File: src/rtl/hps_file_io_if.sv
// HPS file-transfer bus after the main command decoder has split it out:
// enable/strobe/data towards the engine, wait back towards the HPS.
interface hps_file_io_if;
  logic        io_enable;
  logic        io_strobe;
  logic [15:0] io_din;
  logic        io_wait;

  modport master (output io_enable, io_strobe, io_din, input io_wait);
  modport slave  (input io_enable, io_strobe, io_din, output io_wait);
endinterface

File: src/rtl/hps_file_io.sv
// ARM-to-FPGA file transfer engine: command decode, data FIFO, ioctl drain and memory erase.
// Optional HPS_FILE_LOADADDR_EN: for a non-zero file index the first 16 data bits set the load address.
module hps_file_io #(
  parameter int DW         = 8,
  parameter int AW         = 25,
  parameter int FIFO_DEPTH = 4,
  parameter int ERASE_END  = 'h10000,
  parameter int ERASE_VAL  = 0
) (
  input  logic          clk_sys,
  input  logic          reset,
  hps_file_io_if.slave  hps,
  input  logic          ioctl_force_erase,
  input  logic          ioctl_wait,
  output logic          ioctl_download,
  output logic          ioctl_erasing,
  output logic [7:0]    ioctl_index,
  output logic          ioctl_wr,
  output logic [AW-1:0] ioctl_addr,
  output logic [DW-1:0] ioctl_dout,
  output logic          ioctl_ovf
);

  localparam int            PW         = $clog2(FIFO_DEPTH);
  localparam logic [PW:0]   CNT_FULL   = (PW+1)'(FIFO_DEPTH);
  localparam logic [PW:0]   CNT_WAIT   = (PW+1)'(FIFO_DEPTH - 1);
  localparam logic [AW-1:0] STEP       = AW'(DW / 8);
  localparam logic [AW-1:0] ERASE_LAST = AW'(ERASE_END - DW / 8);
  localparam logic [1:0]    HDR_WORDS  = (DW == 8) ? 2'd2 : 2'd1;
`ifdef HPS_FILE_LOADADDR_EN
  localparam bit LOADADDR_EN = 1'b1;
`else
  localparam bit LOADADDR_EN = 1'b0;
`endif

  // state | meaning
  // IDLE  | no transfer, no erase
  // LOAD  | download active, FIFO drained to ioctl
  // DRAIN | end requested, waiting for FIFO and last write
  // ERASE | erase writes in progress
  typedef enum logic [1:0] {IDLE, LOAD, DRAIN, ERASE} state_t;
  state_t state, state_next;

  logic          has_cmd;
  logic [15:0]   cmd;
  logic          arg_stb, start, end_req, push_stb;
  logic          push_req;
  logic [DW-1:0] push_data;
  logic [DW-1:0] fifo_mem [FIFO_DEPTH];
  logic [PW-1:0] wr_ptr, rd_ptr;
  logic [PW:0]   fifo_cnt;
  logic          fifo_full, pop, push_ok;
  logic [DW-1:0] pop_word;
  logic [15:0]   pop_word16;
  logic [AW-1:0] addr_cnt;
  logic [1:0]    hdr_left;
  logic [7:0]    hdr_lo;
  logic          erase_prev, erase_req, erase_last, erase_fire;
  logic [1:0]    erase_tmr;
  logic [AW-1:0] erase_addr;

  assign arg_stb   = hps.io_enable && hps.io_strobe && has_cmd;
  assign start     = arg_stb && (cmd == 16'h0053) && (hps.io_din[7:0] != 8'h00);
  assign end_req   = arg_stb && (cmd == 16'h0053) && (hps.io_din[7:0] == 8'h00);
  assign push_stb  = arg_stb && (cmd == 16'h0054);
  assign erase_req = ioctl_force_erase && !erase_prev;

  assign ioctl_download = (state == LOAD) || (state == DRAIN);
  assign ioctl_erasing  = (state == ERASE);
  assign hps.io_wait    = (fifo_cnt >= CNT_WAIT) || ioctl_erasing;

  assign fifo_full  = (fifo_cnt == CNT_FULL);
  assign pop        = ioctl_download && (fifo_cnt != '0) && !ioctl_wait && !ioctl_wr;
  assign push_ok    = push_req && (!fifo_full || pop);
  assign pop_word   = fifo_mem[rd_ptr];
  assign pop_word16 = 16'(pop_word);
  assign erase_fire = ioctl_erasing && (erase_tmr == 2'd0) && !ioctl_wait && !erase_last;

  always_ff @(posedge clk_sys) begin
    if (reset) state <= IDLE;
    else       state <= state_next;
  end

  always_comb begin
    state_next = state;
    case (state)
      IDLE: begin
        if (start)          state_next = LOAD;
        else if (erase_req) state_next = ERASE;
      end
      LOAD: begin
        if (end_req) state_next = DRAIN;
      end
      DRAIN: begin
        if (start) state_next = LOAD;
        else if ((fifo_cnt == '0) && !push_req && !ioctl_wr) state_next = IDLE;
      end
      ERASE: begin
        if (start)           state_next = LOAD;
        else if (erase_last) state_next = IDLE;
      end
      default: state_next = IDLE;
    endcase
  end

  always_ff @(posedge clk_sys) begin
    if (reset) begin
      has_cmd     <= 1'b0;
      cmd         <= '0;
      ioctl_index <= '0;
      push_req    <= 1'b0;
      push_data   <= '0;
      erase_prev  <= 1'b0;
    end else begin
      erase_prev <= ioctl_force_erase;
      push_req   <= push_stb;
      if (push_stb) push_data <= hps.io_din[DW-1:0];
      if (!hps.io_enable) has_cmd <= 1'b0;
      else if (hps.io_strobe && !has_cmd) begin
        has_cmd <= 1'b1;
        cmd     <= hps.io_din;
      end
      if (arg_stb && (cmd == 16'h0055)) ioctl_index <= hps.io_din[7:0];
    end
  end

  // A download start flushes the FIFO, including a word still in the push stage.
  always_ff @(posedge clk_sys) begin
    if (reset || start) begin
      wr_ptr    <= '0;
      rd_ptr    <= '0;
      fifo_cnt  <= '0;
      ioctl_ovf <= 1'b0;
    end else begin
      if (push_ok)       wr_ptr    <= wr_ptr + PW'(1);
      else if (push_req) ioctl_ovf <= 1'b1;
      if (pop) rd_ptr <= rd_ptr + PW'(1);
      fifo_cnt <= fifo_cnt + {{PW{1'b0}}, push_ok} - {{PW{1'b0}}, pop};
    end
  end

  always_ff @(posedge clk_sys) begin
    if (push_ok && !start && !reset) fifo_mem[wr_ptr] <= push_data;
  end

  always_ff @(posedge clk_sys) begin
    if (reset) begin
      ioctl_wr   <= 1'b0;
      ioctl_addr <= '0;
      ioctl_dout <= '0;
      addr_cnt   <= '0;
      hdr_left   <= '0;
      hdr_lo     <= '0;
      erase_tmr  <= '0;
      erase_addr <= '0;
      erase_last <= 1'b0;
    end else begin
      ioctl_wr <= 1'b0;
      if (pop) begin
        if (hdr_left == 2'd0) begin
          ioctl_wr   <= 1'b1;
          ioctl_addr <= addr_cnt;
          ioctl_dout <= pop_word;
          addr_cnt   <= addr_cnt + STEP;
        end else begin
          hdr_left <= hdr_left - 2'd1;
          if (hdr_left == 2'd2) hdr_lo   <= pop_word16[7:0];
          else if (DW == 8)     addr_cnt <= AW'({pop_word16[7:0], hdr_lo});
          else                  addr_cnt <= AW'(pop_word16);
        end
      end
      if (start) begin
        addr_cnt <= '0;
        hdr_left <= (LOADADDR_EN && (ioctl_index != 8'h00)) ? HDR_WORDS : 2'd0;
      end
      // Erase: one write per 4 cycles; the timer holds at zero while the core waits.
      if (!ioctl_erasing) begin
        erase_tmr  <= '0;
        erase_addr <= '0;
        erase_last <= 1'b0;
      end else if (erase_fire) begin
        ioctl_wr   <= 1'b1;
        ioctl_addr <= erase_addr;
        ioctl_dout <= DW'(ERASE_VAL);
        erase_addr <= erase_addr + STEP;
        erase_tmr  <= 2'd3;
        erase_last <= (erase_addr == ERASE_LAST);
      end else if (erase_tmr != 2'd0) begin
        erase_tmr <= erase_tmr - 2'd1;
      end
    end
  end

endmodule
File: src/flat_wrapper.sv
// flat-port wrapper written by rule: the top's interface ports become plain ports
module hps_file_io_flat 
#(
  parameter int DW         = 8,
  parameter int AW         = 25,
  parameter int FIFO_DEPTH = 4,
  parameter int ERASE_END  = 'h10000,
  parameter int ERASE_VAL  = 0
)
  (clk_sys, reset, ioctl_force_erase, ioctl_wait, ioctl_download, ioctl_erasing, ioctl_index, ioctl_wr, ioctl_addr, ioctl_dout, ioctl_ovf, hps_io_enable, hps_io_strobe, hps_io_din, hps_io_wait);
  hps_file_io_if hps_i ();
  input  logic clk_sys;
  input  logic reset;
  input  logic ioctl_force_erase;
  input  logic ioctl_wait;
  output logic ioctl_download;
  output logic ioctl_erasing;
  output logic [7:0] ioctl_index;
  output logic ioctl_wr;
  output logic [AW-1:0] ioctl_addr;
  output logic [DW-1:0] ioctl_dout;
  output logic ioctl_ovf;
  input wire logic [$bits(hps_i.io_enable)-1:0] hps_io_enable;
  input wire logic [$bits(hps_i.io_strobe)-1:0] hps_io_strobe;
  input wire logic [$bits(hps_i.io_din)-1:0] hps_io_din;
  output wire logic [$bits(hps_i.io_wait)-1:0] hps_io_wait;
  assign hps_i.io_enable = hps_io_enable;
  assign hps_i.io_strobe = hps_io_strobe;
  assign hps_i.io_din = hps_io_din;
  assign hps_io_wait = hps_i.io_wait;
  hps_file_io #(.DW(DW), .AW(AW), .FIFO_DEPTH(FIFO_DEPTH), .ERASE_END(ERASE_END), .ERASE_VAL(ERASE_VAL)) u_core (.clk_sys(clk_sys), .reset(reset), .hps(hps_i), .ioctl_force_erase(ioctl_force_erase), .ioctl_wait(ioctl_wait), .ioctl_download(ioctl_download), .ioctl_erasing(ioctl_erasing), .ioctl_index(ioctl_index), .ioctl_wr(ioctl_wr), .ioctl_addr(ioctl_addr), .ioctl_dout(ioctl_dout), .ioctl_ovf(ioctl_ovf));
endmodule
File: config.mk
export PLATFORM = sky130hd
export DESIGN_NAME = hps_file_io_flat
export DESIGN_NICKNAME = d
export VERILOG_FILES = /design/src/rtl/hps_file_io_if.sv /design/src/rtl/hps_file_io.sv /design/src/flat_wrapper.sv
export SDC_FILE = /design/constraint.sdc
export NUM_CORES = 1
export LEC_CHECK = 0
export ABC_CLOCK_PERIOD_IN_PS = 8000
export BUFFER_PORTS_ARGS = -buffer_cell sky130_fd_sc_hd__buf_4
export CORE_MARGIN = 2
export CORE_UTILIZATION = 40
export CTS_CLUSTER_SIZE = 40
export DETAILED_ROUTE_END_ITERATION = 10
export PLACE_DENSITY = 0.53
export SYNTH_ARGS = -nofsm -noshare
export SYNTH_HDL_FRONTEND = slang
export SYNTH_SLANG_ARGS = --single-unit
File: constraint.sdc
create_clock -name clk_sys -period 8 [get_ports clk_sys]
set_input_delay 1.2 -clock clk_sys [delete_from_list [all_inputs] [get_ports clk_sys]]
set_output_delay 1.2 -clock clk_sys [all_outputs]
set_load 0.02 [all_outputs]
Word level (Yosys, flattened, before mapping) --
Memory sizes are Yosys's and may differ from the RTL's. A register that Yosys moved wholly into a read port is not among the register bits. Index checks and enable logic that the tools add are counted.
Storage, ports and cells: output and inout bits 46, memories kept 1, bits in writable memories 32, flip-flop bits (word level) 142
Operators by class: reduce and logical (&&, ||, !) cells 51, add/subtract/negate cells 8, muxes and demuxes 28, bitwise gates (word level) 4, equal/unequal tests 14, $lt $le $gt $ge 1
Memories:
- u_core.fifo_mem | depth 4, bits a word 8, rd ports 1, clocked after memory_dff 1, wr ports 1, RTL line hps_file_io.sv:49 | logic [DW-1:0] fifo_mem [FIFO_DEPTH];
Operators with widths (count):
- 25-bit two-way mux | 6
- 25-bit by 1-bit adder with 25-bit output (second input constant) | 2
- 16-bit by 7-bit == test with 1-bit output (second input constant) | 3
- 8-bit two-way mux | 4
- 25-bit by 16-bit == test with 1-bit output (second input constant) | 1
- 2-bit two-way mux | 11
- 1-bit logical AND | 20
- 1-bit logical NOT | 9
- 8-bit logical NOT | 1
- 2-bit one-hot mux with 4 select lines | 1
- 2-bit AND reduction | 4
- 8-bit nonzero test | 1
- 2-bit == test (second input constant) | 3
- 2-bit logical NOT | 3
- 1-bit two-way mux | 6
- 2-bit OR reduction | 3
- 2-bit by 1-bit adder with 2-bit output (second input constant) | 2
- 1-bit logical OR | 4
- 2-bit by 1-bit != test with 1-bit output (second input constant) | 2
- 1-bit inverter | 4
- 4-bit AND reduction | 1
- 2-bit nonzero test | 2
- 2-bit by 1-bit subtractor with 2-bit output (second input constant) | 2
- 3-bit by 1-bit adder with 3-bit output | 1
- other kinds (10) | 10

Longest topological paths before layout --
depth in word-level cells 11, gate-level depth with buffers 12

Worst setup path after synthesis --
Ideal clock, no wire load.
path kind input-to-reg, from input port ioctl_wait, to register u_core.fifo_cnt[1], stages on the path 9, setup slack 4.728 ns, arrival 3.157 ns, path buffers 2, cell sequence or3b_1 buf_2 nor2_1 buf_1 ha_1 inv_1 ha_1 fa_1 and2_1
Between the ends: cells in the longest elaborated chain, start to end 7
Ends and longest elaborated chain:
- start: declaration | RTL line flat_wrapper.sv:15 | input logic ioctl_wait;
- 1-bit logical NOT * | RTL line hps_file_io.sv:73 | assign pop = ioctl_download && (fifo_cnt != '0) && !ioctl_wait && !ioctl_wr;
- 1-bit logical AND * (2 in a row) | RTL line hps_file_io.sv:73
- 1-bit logical OR | RTL line hps_file_io.sv:74 | assign push_ok = push_req && (!fifo_full || pop);
- 1-bit logical AND | RTL line hps_file_io.sv:74
- 3-bit by 1-bit adder with 3-bit output | RTL line hps_file_io.sv:138 | fifo_cnt <= fifo_cnt + {{PW{1'b0}}, push_ok} - {{PW{1'b0}}, pop};
- 3-bit by 1-bit subtractor with 3-bit output * | RTL line hps_file_io.sv:138
- end signal: assignment | RTL line hps_file_io.sv:138
- end: declaration | RTL line hps_file_io.sv:51 | logic [PW:0] fifo_cnt;
Every way passes the cells marked *; elsewhere a longest branch is shown, timed or not. A chain may end at the register's enable or synchronous reset.

Final worst setup path --
from register u_core.hdr_left[0], to register u_core.ioctl_addr[11]
Between the ends: cells in the longest elaborated chain, start to end 5
Ends and longest elaborated chain:
- start: declaration | RTL line hps_file_io.sv:56 | logic [1:0] hdr_left;
- start signal: assignment | RTL line hps_file_io.sv:166 | hdr_left <= hdr_left - 2'd1;
- start signal: assignment | RTL line hps_file_io.sv:174 | hdr_left <= (LOADADDR_EN && (ioctl_index != 8'h00)) ? HDR_WORDS : 2'd0;
- 2-bit logical NOT * | RTL line hps_file_io.sv:160 | if (hdr_left == 2'd0) begin
- 25-bit two-way mux * | RTL line hps_file_io.sv:160
- 25-bit two-way mux * | RTL line hps_file_io.sv:159 | if (pop) begin
- 25-bit two-way mux | RTL line hps_file_io.sv:181 | end else if (erase_fire) begin
- 25-bit two-way mux * | RTL line hps_file_io.sv:177 | if (!ioctl_erasing) begin
- end signal: assignment | RTL line hps_file_io.sv:162 | ioctl_addr <= addr_cnt;
- end signal: assignment | RTL line hps_file_io.sv:183 | ioctl_addr <= erase_addr;
- end: declaration | RTL line hps_file_io.sv:19 | output logic [AW-1:0] ioctl_addr,
Marks and branches as above.

==> summary.txt <==
Synth
  – Biggest area consumer among synthesized cells: dfxtp_1
  – Cell variety after synth: 64
  – Post-synth EDFFs: 32
  – Sequential area share after synthesis: 0.502
  – FF+latch count, synth: 176
  – Post-synthesis net count: 877
  – Asr flop ratio synth: 0
  – Synthesized cell area: 0.00766 mm2
  – Largest cells by area after synthesis: dfxtp_1 38%, edfxtp_1 13%, nand2_1 7.1%, nor2_1 4.7%, a21oi_1 4.0%
  – Top cell type's share of synthesized area: 0.376
  – Syn Area/Cell: 9.15 um2
  – Cells after synthesis: 838
  – Top FF cell, synth: dfxtp_1
  – Synth warnings: 0

Power
  – Clock share of power: 0.419
  – Internal power component: 1.44 mW
  – Power density over cell area: 228 mW/mm2
  – Comb power frac: 0.115
  – Pleak: 3.18 nW
  – Largest vdd supply drop: 0.000142 V
  – Sequential power share: 0.466
  – Switch Pwr: 589 uW
  – Sw frac: 0.290

Clock network
  – Worst-Skew Late Latency: 0.44 ns
  – Clock Sinks: 176
  – CTS tree: yes
  – Clk slew on worst S/H paths: 0.07 ns
  – Cell at the root of the clock tree: clkbuf_16
  – Post CTS Setup Buffer Count: 0
  – Hold buffer count at cts: 0
  – CTS max path bufs: 2
  – # resized after CTS: 0
  – Clock buffers created by TritonCTS: 17
  – Htree depth: 4

GRT
  – First-pass GRT wire length: 30300 um
  – Remaining global-route overflow: 0
  – Total GRT Usage: 0.190
  – Initial antenna violation count: 0
  – Pin count of the biggest net entering global routing: 74
  – Vias in the first global route: 5928

Floorplanning
  – Core Area: 0.0188 mm2
  – # IOs: 68
  – Row cnt: 50
  – Die ar.: 0.0203 mm2
  – Initial core utilization: 0.408
  – Die width: 142 um
  – Die Y-Extent: 142 um

Finish
  – Antenna diode count: 0
  – Ratio of cells with drive above 1 in the final layout: 0.139
  – Commonest cells after routing, fill and taps aside: 145 x nand2_1, 144 x dfxtp_1, 96 x nor2_1
  – Synthesis-to-layout area growth: 16.3%
  – Area of the multi-input gates: 0.00355 mm2
  – Final nets: 918
  – Seq. cell area: 0.00384 mm2
  – Most common cell after layout, fill and taps aside: nand2_1
  – Fill cell count: 1818

Critical path
  – Worst-path fanout max: 33
  – CP peak stage delay: 1.09 ns
  – CP Data Required Time: 8.34 ns
  – CP Class: flop to flop
  – Top Family by Delay on Critical Path: simple AND/OR/NAND/NOR gates
  – Crit-path cells: inv_1 -> ha_1 -> inv_1 -> nor3_4 -> nand2_1 -> a311oi_1
  – CP arrival: 3.91 ns
  – Most used cell, CP: inv_1
  – CP endpoint kind: flop
  – Setup crit start: u_core.hdr_left[0]
  – Buffers & Inverters on Critical Path: 2
  – Critical path launch point type: flop
  – Reg2reg start: u_core.hdr_left[0]
  – Slowest stage cell on the critical path: nor3_4

Placed design
  – Gpl congestion: 0.815
  – DP HPWL: 13100 um
  – Pre-CTS setup slack: 4.06 ns
  – Port bufs: 67

Timing
  – Slew headroom: 0.204
  – Post-route clock skew: 0.0178 ns
  – Achievable Freq: 280 MHz
  – Setup TNS: 0 ns
  – Worst Tran Pin Value: 1.19 ns
  – Hold_ws: 0.458 ns
  – Final min period: 3.58 ns
  – Final period util: 0.447
  – RSZ-0062 raised after global routing: no
  – Final setup viols: 0
  – Final worst slack: 4.42 ns
  – Count of pins over their slew limit: 0
  – Fin. Hold Viols: 0

Routing
  – Initial DRC count: 369
  – Final wirelength: 18700 um
  – DRC: 0
  – Via Count: 6191
  – Vias per inst: 5.50
  – DRT Pass-1 Iters: 4
  – Routed wire per std cell: 16.6 um
  – Post-route ant nets: 0

Worst hold path
  – HP Start: u_core.hdr_lo[0]
  – Hold/Removal Path Class: flop to flop

Job
  – Max_cap viols: 0

Status
  – Status: complete, no violations
logic make-up (layout without fill, tap and decap cells):
| family | after synthesis | in the layout | synth area share |
|---|---|---|---|
| AND/OR/NAND/NOR | 369 | 369 | 0.227 |
| buffers and inverters | 72 | 126 | 0.0366 |
| multiplexers | 26 | 26 | 0.0470 |
| AO/OA/AOI/OAI | 146 | 146 | 0.122 |
| flip-flops | 176 | 176 | 0.502 |
| adder cells (fa/ha/maj) | 17 | 17 | 0.0287 |
| XOR/XNOR | 32 | 32 | 0.0366 |
synthesized netlist by cell type (3+ instances only):
cell      count
nor3_2        3
nor3_1       16
edfxtp_1     32
clkbuf_1     37
mux4_2        8
nand4_1      14
xor2_1       11
nor2_1       96
nand3_1      25
a311oi_1     25
and4_1        8
buf_1         6
inv_1        23
dfxtp_1     144
ha_1         16
buf_2         5
o21ai_0      19
a21oi_1      62
and3_1        9
nor2b_1       3
o31ai_1       3
and2_1        5
a31oi_1       5
a211oi_1      9
nand2_1     145
nor4_1       13
or3_1         9
mux2i_1      18
xnor2_1      21
power by group through the flow:
stage	Sequential (mW)	Combinational, mW	Clock, mW
6_report	0.945	0.234	0.850
5_1_grt	0.948	0.256	0.909
4_1_cts	0.945	0.235	0.867
3_5_place_dp	0.965	0.234	0
3_3_place_gp	0.964	0.229	0
2_1_floorplan	0.970	0.148	0
layout make-up:
cell class,instances,area share
Clock inverter,15,0.0209
Clock buffer,17,0.0477
Sequential cell,176,0.431
Multi-Input combinational cell,590,0.398
Timing Repair Buffer,71,0.0598
Inverter,23,0.00969
Tap cell,234,0.0328
routing by layer:
metal | part of all wire | vias up | track usage
li1 | - | 3049 | -
met1 | 0.44 | 2972 | 0.237
met2 | 0.50 | 140 | 0.325
met3 | 0.039 | 30 | 0.0387
met4 | 0.022 | 0 | 0.0745
met5 | 0 | - | 0
state kept, by name, indices dropped and copies added (netlist names), 3 cells and up, named ones only:
| name | cells |
|---|---|
| u_core.ioctl_dout | 8 |
| u_core.ioctl_index | 8 |
| u_core.fifo_cnt | 3 |
| u_core.hdr_lo | 8 |
| u_core.erase_addr | 25 |
| u_core.push_data | 8 |
| u_core.fifo_mem | 32 |
| u_core.ioctl_addr | 25 |
| u_core.addr_cnt | 25 |
| u_core.cmd | 16 |
metrics by stage:
step / cell area (um2) / total power [mW] / util / instances
2_1_floorplan: 7660 / 1.12 / - / 838
3_3_place_gp: 8300 / 1.19 / 0.442 / 1094
3_5_place_dp: 8300 / 1.20 / 0.442 / 1094
4_1_cts: 8910 / 2.05 / 0.475 / 1126
5_1_grt: 8910 / 2.11 / 0.475 / 1126
6_report: 8910 / 2.03 / 0.475 / 1126
worst register-to-register path: stages, from the launching register on:
cell      delay (ns)
dfxtp_1         0.33
inv_1           0.08
ha_1            0.78
inv_1           0.63
nor3_4          1.09
nand2_1         0.25
a311oi_1        0.32
final timing paths:
kind                            depth (start not counted)                     to  slack (ns)
worst min-delay path                                    2       u_core.hdr_lo[0]        0.46
worst max register to register                          6  u_core.ioctl_addr[11]        4.42
worst max-delay path                                    6  u_core.ioctl_addr[11]        4.42
worst min register to register                          2       u_core.hdr_lo[0]        0.46
Note: power is estimated with default switching activity, not from simulation.
